[src/rtl/sa_pkg.sv]
// Shared widths, grid dimensions and mode encoding for the systolic compute grid.
package sa_pkg;

    localparam int unsigned SA_ADD_DATAWIDTH = 8;
    localparam int unsigned SA_MUL_DATAWIDTH = 8;
    localparam int unsigned SA_NUM_ROWS      = 4;
    localparam int unsigned SA_NUM_COLS      = 4;

    typedef enum logic {
        MODE_PRELOAD = 1'b0,
        MODE_COMPUTE = 1'b1
    } sa_mode_e;

endpackage

[src/rtl/sa_pe.sv]
// Weight-stationary processing element: holds a weight, forwards the activation east and
// the multiply-accumulated partial sum south.
module sa_pe
    import sa_pkg::*;
#(
    parameter int unsigned ADD_DATAWIDTH = SA_ADD_DATAWIDTH,
    parameter int unsigned MUL_DATAWIDTH = SA_MUL_DATAWIDTH
) (
    input  logic                     clk_i,
    input  logic                     rst_i,
    input  sa_mode_e                 mode_i,
    input  logic [MUL_DATAWIDTH-1:0] weight_i,
    input  logic [MUL_DATAWIDTH-1:0] act_i,
    input  logic [ADD_DATAWIDTH-1:0] psum_i,
    output logic [MUL_DATAWIDTH-1:0] weight_o,
    output logic [MUL_DATAWIDTH-1:0] act_o,
    output logic [ADD_DATAWIDTH-1:0] psum_o
);

    logic [MUL_DATAWIDTH-1:0] weight_r, weight_d;
    logic [MUL_DATAWIDTH-1:0] act_r, act_d;
    logic [ADD_DATAWIDTH-1:0] psum_r, psum_d;
    logic [ADD_DATAWIDTH-1:0] prod;

    // Operands widened/truncated to the adder width so the product wraps modulo 2^ADD.
    assign prod = ADD_DATAWIDTH'(act_i) * ADD_DATAWIDTH'(weight_r);

    always_comb begin
        weight_d = weight_r;
        act_d    = act_r;
        psum_d   = psum_r;
        if (mode_i == MODE_COMPUTE) begin
            act_d  = act_i;
            psum_d = psum_i + prod;
        end else begin
            weight_d = weight_i;
        end
    end

    always_ff @(posedge clk_i or posedge rst_i) begin
        if (rst_i) begin
            weight_r <= '0;
            act_r    <= '0;
            psum_r   <= '0;
        end else begin
            weight_r <= weight_d;
            act_r    <= act_d;
            psum_r   <= psum_d;
        end
    end

    assign weight_o = weight_r;
    assign act_o    = act_r;
    assign psum_o   = psum_r;

endmodule

[src/rtl/sa_compute.sv]
// NUM_ROWS x NUM_COLS weight-stationary systolic grid: activations flow east, weights and
// partial sums flow south, bottom-row psums leave as o_psum.
module sa_compute
    import sa_pkg::*;
#(
    parameter int unsigned ADD_DATAWIDTH = SA_ADD_DATAWIDTH,
    parameter int unsigned MUL_DATAWIDTH = SA_MUL_DATAWIDTH,
    parameter int unsigned NUM_ROWS      = SA_NUM_ROWS,
    parameter int unsigned NUM_COLS      = SA_NUM_COLS
) (
    input  logic                     clk,
    input  logic                     rst_n,
    input  logic                     i_mode,
    input  logic                     i_load_psum,
    input  logic [MUL_DATAWIDTH-1:0] i_act    [NUM_ROWS],
    input  logic [MUL_DATAWIDTH-1:0] i_weight [NUM_COLS],
    input  logic [ADD_DATAWIDTH-1:0] i_psum   [NUM_COLS],
    output logic [ADD_DATAWIDTH-1:0] o_psum   [NUM_COLS]
);

    sa_mode_e mode;
    assign mode = sa_mode_e'(i_mode);

    logic [MUL_DATAWIDTH-1:0] weight_grid [NUM_ROWS][NUM_COLS];
    logic [MUL_DATAWIDTH-1:0] act_grid    [NUM_ROWS][NUM_COLS];
    logic [ADD_DATAWIDTH-1:0] psum_grid   [NUM_ROWS][NUM_COLS];

    for (genvar r = 0; r < NUM_ROWS; r++) begin : row_coord
        for (genvar c = 0; c < NUM_COLS; c++) begin : col_coord
            logic [MUL_DATAWIDTH-1:0] weight_in;
            logic [MUL_DATAWIDTH-1:0] act_in;
            logic [ADD_DATAWIDTH-1:0] psum_in;

            // The north port doubles as a weight source when i_load_psum is set in pre-load.
            if (r == 0) begin : g_north
                assign weight_in = i_load_psum ? MUL_DATAWIDTH'(i_psum[c]) : i_weight[c];
                assign psum_in   = i_load_psum ? i_psum[c] : '0;
            end else begin : g_inner
                assign weight_in = weight_grid[r-1][c];
                assign psum_in   = psum_grid[r-1][c];
            end

            if (c == 0) begin : g_west
                assign act_in = i_act[r];
            end else begin : g_east
                assign act_in = act_grid[r][c-1];
            end

            sa_pe #(
                .ADD_DATAWIDTH(ADD_DATAWIDTH),
                .MUL_DATAWIDTH(MUL_DATAWIDTH)
            ) sa_pe_inst (
                .clk_i   (clk),
                .rst_i   (rst_n),
                .mode_i  (mode),
                .weight_i(weight_in),
                .act_i   (act_in),
                .psum_i  (psum_in),
                .weight_o(weight_grid[r][c]),
                .act_o   (act_grid[r][c]),
                .psum_o  (psum_grid[r][c])
            );
        end
    end

    for (genvar c = 0; c < NUM_COLS; c++) begin : g_south
        assign o_psum[c] = psum_grid[NUM_ROWS-1][c];
    end

endmodule

[config.mk]
export PLATFORM = sky130hd
export DESIGN_NAME = sa_compute
export DESIGN_NICKNAME = d
export VERILOG_FILES = /design/src/rtl/sa_pkg.sv /design/src/rtl/sa_pe.sv /design/src/rtl/sa_compute.sv
export SDC_FILE = /design/constraint.sdc
export NUM_CORES = 2
export LEC_CHECK = 0
export ABC_CLOCK_PERIOD_IN_PS = 11630
export BUFFER_PORTS_ARGS = -buffer_cell sky130_fd_sc_hd__buf_2
export CORE_MARGIN = 2
export CORE_UTILIZATION = 55
export DETAILED_ROUTE_END_ITERATION = 8
export GPL_TIMING_DRIVEN = 0
export PLACE_DENSITY = 0.79
export SLEW_MARGIN = 5
export SYNTH_ARGS = -nofsm -noshare
export SYNTH_HDL_FRONTEND = slang
export SYNTH_SLANG_ARGS = --single-unit
[constraint.sdc]
create_clock -name clk -period 11.63 [get_ports clk]
set_input_delay 0.5815 -clock clk [delete_from_list [all_inputs] [get_ports clk]]
set_output_delay 0.5815 -clock clk [all_outputs]
set_load 0.01 [all_outputs]
* After elaboration in Yosys (flattened, before gate mapping)
Index checks and enable logic that the tools add are counted.
** Operators by class
- $add $sub $neg :: 16
- $mul :: 16
- Div/mod/pow operators :: 0
- $lt $le $gt $ge :: 0
- Equality and inequality tests :: 0
- Shift operators :: 0
- Muxes and demuxes :: 8
- Bitwise gates (word level) :: 0
- Reduce and logical (&&, ||, !) cells :: 0
** Operators with widths (count)
- adder 8 bit :: 16
- multiplier 8 x 8 -> 8 bit :: 16
- 2-to-1 mux 8 bit :: 8
** Storage, ports and cells
- Flip-flop bits (word level) :: 352
- Latch bits :: 0
- Memory bits (writable) :: 0
- ROM bits :: 0
- Bits of input ports :: 100
- Output and inout port bits :: 32
- Logic and storage cells :: 84
- Memories kept :: 0

* Depth between registers and ports, before layout
- Depth in word-level cells :: 2
- Gate-level depth with buffers :: 19
- Mapped depth without buffers :: 17

* Hierarchy
A second synthesis with hierarchy kept.
** Second synthesis, totals
- Cells, all modules :: 2951
- Area total of the unflattened synthesis :: 31841.8 µm²
** Modules (own cells, without submodules)
- sa_pe at row_coord[0].col_coord[0].sa_pe_inst ... :: instances 8, cells an instance 180, area an instance 1948.1 µm², sequential area each 600.6 µm²
- sa_pe at row_coord[2].col_coord[0].sa_pe_inst ... :: instances 4, cells an instance 180, area an instance 1940.6 µm², sequential area each 600.6 µm²
- sa_pe at row_coord[3].col_coord[0].sa_pe_inst ... :: instances 4, cells an instance 180, area an instance 1936.9 µm², sequential area each 600.6 µm²
- sa_compute :: instances 1, cells an instance 71, area an instance 747.0 µm², sequential area each 0.0 µm²

* Worst setup path after synthesis
No wires, ideal clock.
- Path kind :: input to register
- From :: in i_load_psum
- To :: reg row_coord[0].col_coord[0].sa_pe_inst.psum_r[7]
- Arrival time :: 4208 ps
- Required time :: 11493 ps
- Slack :: 7285 ps
- Cell stages on the path :: 15
- Path through :: clkbuf_1 -> clkbuf_1 -> nand2_1 -> fa_1 -> inv_1 -> fa_1 -> inv_1 -> fa_1 -> fa_1 -> xor2_1 -> xnor2_1 -> xnor3_1 -> xnor2_1 -> xnor2_1 -> a21oi_1
** On the way
- Word-level cells in the longest chain between the ends :: 2
** Ends and longest elaborated chain
- start, declared :: line sa_compute.sv:14 : input logic i_load_psum,
- 2-to-1 mux 8 bit :: line sa_compute.sv:37 : assign psum_in = i_load_psum ? i_psum[c] : '0;
- adder 8 bit :: line sa_pe.sv:34 : psum_d = psum_i + prod;
- end signal, assigned :: line sa_pe.sv:48 : psum_r <= psum_d;
- end, declared :: line sa_pe.sv:22 : logic [ADD_DATAWIDTH-1:0] psum_r, psum_d;
No other way between the ends.
A chain may end at the register's enable or synchronous reset.

* Worst setup path after layout
Same ends and word-level chain as after synthesis.

==> flow_summary.yaml <==
power:
  power.density_nw_per_um2: 268
  total_power_mw: 8.91
  irDropWorstVdd_mv: 0.145
  leakagePower_nw: 16.7
  p_int_mw: 5.17
  switchingPower_mw: 3.74
  power_frac_comb_pct: 62.2
  pwr-share-clk_pct: 16.2
  p_sw_share_pct: 42.0
  seqPwrFrac_pct: 21.6
detailed_routing:
  drc: 0
  wirelength_microns: 66400
  drtAntennaViolNets: 0
  vias: 20200
  drt-initial-drc-count: 1248
  via_per_inst: 5.20
  drt-pass1-iter-count: 5
  wire_per_inst_microns: 17.1
global_route:
  grt_pass1_wl_microns: 111000
  track_usage_pct: 24.7
  grt_pass1_vias: 21400
  overflow: 0
  antenna_found_initial: 0
  grt_max_degree: 123
  grt_util_met3_pct: 3.52
  met2_usage_pct: 42.6
  top_usage_layer: "met2"
  grtUsageMet1_pct: 32.7
cts:
  clk_latency_ns: 0.59
  clockBufferDepth: 3
  postCtsHoldBufs: 1
  clkTransAtPathRegs_ns: 0.06
  htreeDepth: 2
  cts.sinks: 352
  cts_setup_buffers: 0
  cts_tree: "yes"
  cts_resized: 0
  cts_buffers: 44
  root_buffer: "clkbuf_16"
die:
  die_h_microns: 238
  die_w_microns: 238
  boundaryPins: 132
  initial_utilization_pct: 55.8
  fp-row-count: 85
  die_area_sq_um: 56700
  core_area_sq_um: 54000
yosys:
  yosys_warnings: 0
  synthesis.nets: 3639
  yosysSeqAreaShare_pct: 29.2
  synth_cell_type_count: 24
  synth-seq-cells: 352
  syn_area_sq_um: 30100
  postSynthAreaPerCell_sq_um: 10.1
  syn_inst: 2979
sta:
  fin_crit_ns: 4.88
  finalSetupViolCount: 0
  maxSlewHeadroom_pct: 11.3
  grt_setup_unrepaired: "no"
  setup_slack_ns: 6.75
  drv_slew: 0
  max_freq_mhz: 205
  fin_crit_sh_pct: 41.9
  clock_skew_ns: 0.0171
  worst_pin_slew_ns: 1.33
  setup_tns_ns: 0
  hold_viol: 0
critical_path:
  required_ns: 12.03
  crit_type: "input port to flop"
  crit_path_end_kind: "flop"
  crit_fanout: 10
  startpoint_type: "input port"
  critPathArrivalTime_ns: 5.28
layout:
  diodes: 0
  fillers: 4388
  most-common-layout-cells: "inv_1 (544), nand2_1 (462), dfrtp_1 (352), fa_1 (288), ha_1 (272)"
  areaGrowthSynthToFinish_pct: 10.4
  nNetsFinal: 3819
  final_cell_area_sq_um: 33300
  instances_no_fill: 3890
  final_common_cell: "inv_1"
  drive_gt1_share_pct: 15.7
flow_run:
  maxCapViolCount: 0
min_path:
  hold_path.class: "input port to flop"
place:
  place_hpwl_microns: 51700
  postPlaceCellArea_sq_um: 31700
  port_buffers: 130
  dp_cells: 3808
  dp_slack_ns: 6.02
  gp_congestion: 0.886
run_status:
  outcome: "finished clean"
final timing paths:
check | startpoint | endpoint | slack (ns) | cells after the start
worst max-delay path | i_load_psum | row_coord[0].col_coord[0].sa_pe_inst.psum_o[7] | 6.75 | 16
worst min-delay path | i_act[31] | row_coord[0].col_coord[0].sa_pe_inst.act_o[7] | 0.27 | 2
worst max register to register | row_coord[0].col_coord[2].sa_pe_inst.weight_o[0] | row_coord[0].col_coord[2].sa_pe_inst.psum_o[7] | 7.37 | 14
worst min register to register | row_coord[3].col_coord[0].sa_pe_inst.psum_o[4] | row_coord[3].col_coord[0].sa_pe_inst.psum_o[4] | 0.50 | 1
max in group asynchronous | rst_n | row_coord[3].col_coord[3].sa_pe_inst.psum_o[4] | 9.60 | 5
min in group asynchronous | rst_n | row_coord[0].col_coord[0].sa_pe_inst.weight_o[5] | 0.54 | 3
layer usage:
layer	wire, microns	vias to the layer above
li1	-	9511
met4	1500	0
met1	29400	10200
met5	0	-
met2	32500	420
met3	3010	106
synthesized netlist by cell type, drive strengths merged:
| cell type | number | area share, % |
|---|---|---|
| inv | 545 | 6.8 |
| nand2 | 466 | 5.9 |
| dfrtp | 352 | 29 |
| fa | 288 | 19 |
| ha | 272 | 11 |
| mux2 | 249 | 9.3 |
| xnor2 | 240 | 7.0 |
| and2 | 218 | 4.5 |
| o21ai | 76 | 1.3 |
| a21oi | 62 | 1.0 |
| buf | 45 | 0.76 |
| xor2 | 40 | 1.2 |
| clkbuf | 39 | 0.51 |
| a21o | 32 | 0.80 |
| a21boi | 24 | 0.60 |
| nor2 | 22 | 0.27 |
| mux2i | 5 | 0.17 |
| xnor3 | 4 | 0.30 |
power by group through the flow:
stage	logic (mW)	clock network [mW]	registers, mW
6_report	5.54	1.44	1.93
5_1_grt	6.39	1.51	1.97
4_1_cts	5.62	1.46	1.92
3_5_place_dp	5.55	0	1.94
3_3_place_gp	5.31	0	1.93
2_1_floorplan	4.48	0	1.84
layout make-up:
type                       count  area [sq um]  area share (%)
sequential                   352          8810            26.5
clock inverter                26           280           0.842
inverter                     545          2050            6.17
tap                          696           871            2.62
buffer                        84           382            1.15
multi-input combinational   1998         18900            56.8
timing repair buffer         134           743            2.23
clock buffer                  55          1240            3.74
kinds of logic after synthesis:
family / synth area share, %
buffers and inverters: 8.06
multiplexers: 9.47
adder cells (fa/ha/maj): 30.4
AO/OA/AOI/OAI: 3.69
flip-flops: 29.2
AND/OR/NAND/NOR: 10.7
XOR/XNOR: 8.44
worst max-delay path, stage by stage:
cell      delay (ns)
buf_2           0.15
clkbuf_1        0.53
clkbuf_1        0.50
nand2_1         0.19
fa_1            0.57
inv_1           0.05
fa_1            0.50
inv_1           0.05
fa_1            0.48
fa_1            0.40
xor2_1          0.16
xnor2_1         0.26
xnor3_1         0.39
xnor2_1         0.15
xnor2_1         0.20
a21oi_1         0.10
metrics by stage:
stage	hold slack, ns	util, %
after CTS	0.248	61.6
after detailed placement	0.491	58.8
final	0.269	61.6
after floorplan	0.471	-
after global placement	0.486	58.6
after global routing	0.269	61.6
state kept, by name, indices dropped and copies added (netlist names):
signal	count
row_coord.col_coord.sa_pe_inst.act_o	96
row_coord.col_coord.sa_pe_inst.psum_o	128
row_coord.col_coord.sa_pe_inst.weight_o	128
(Power assumes the default switching activity.)
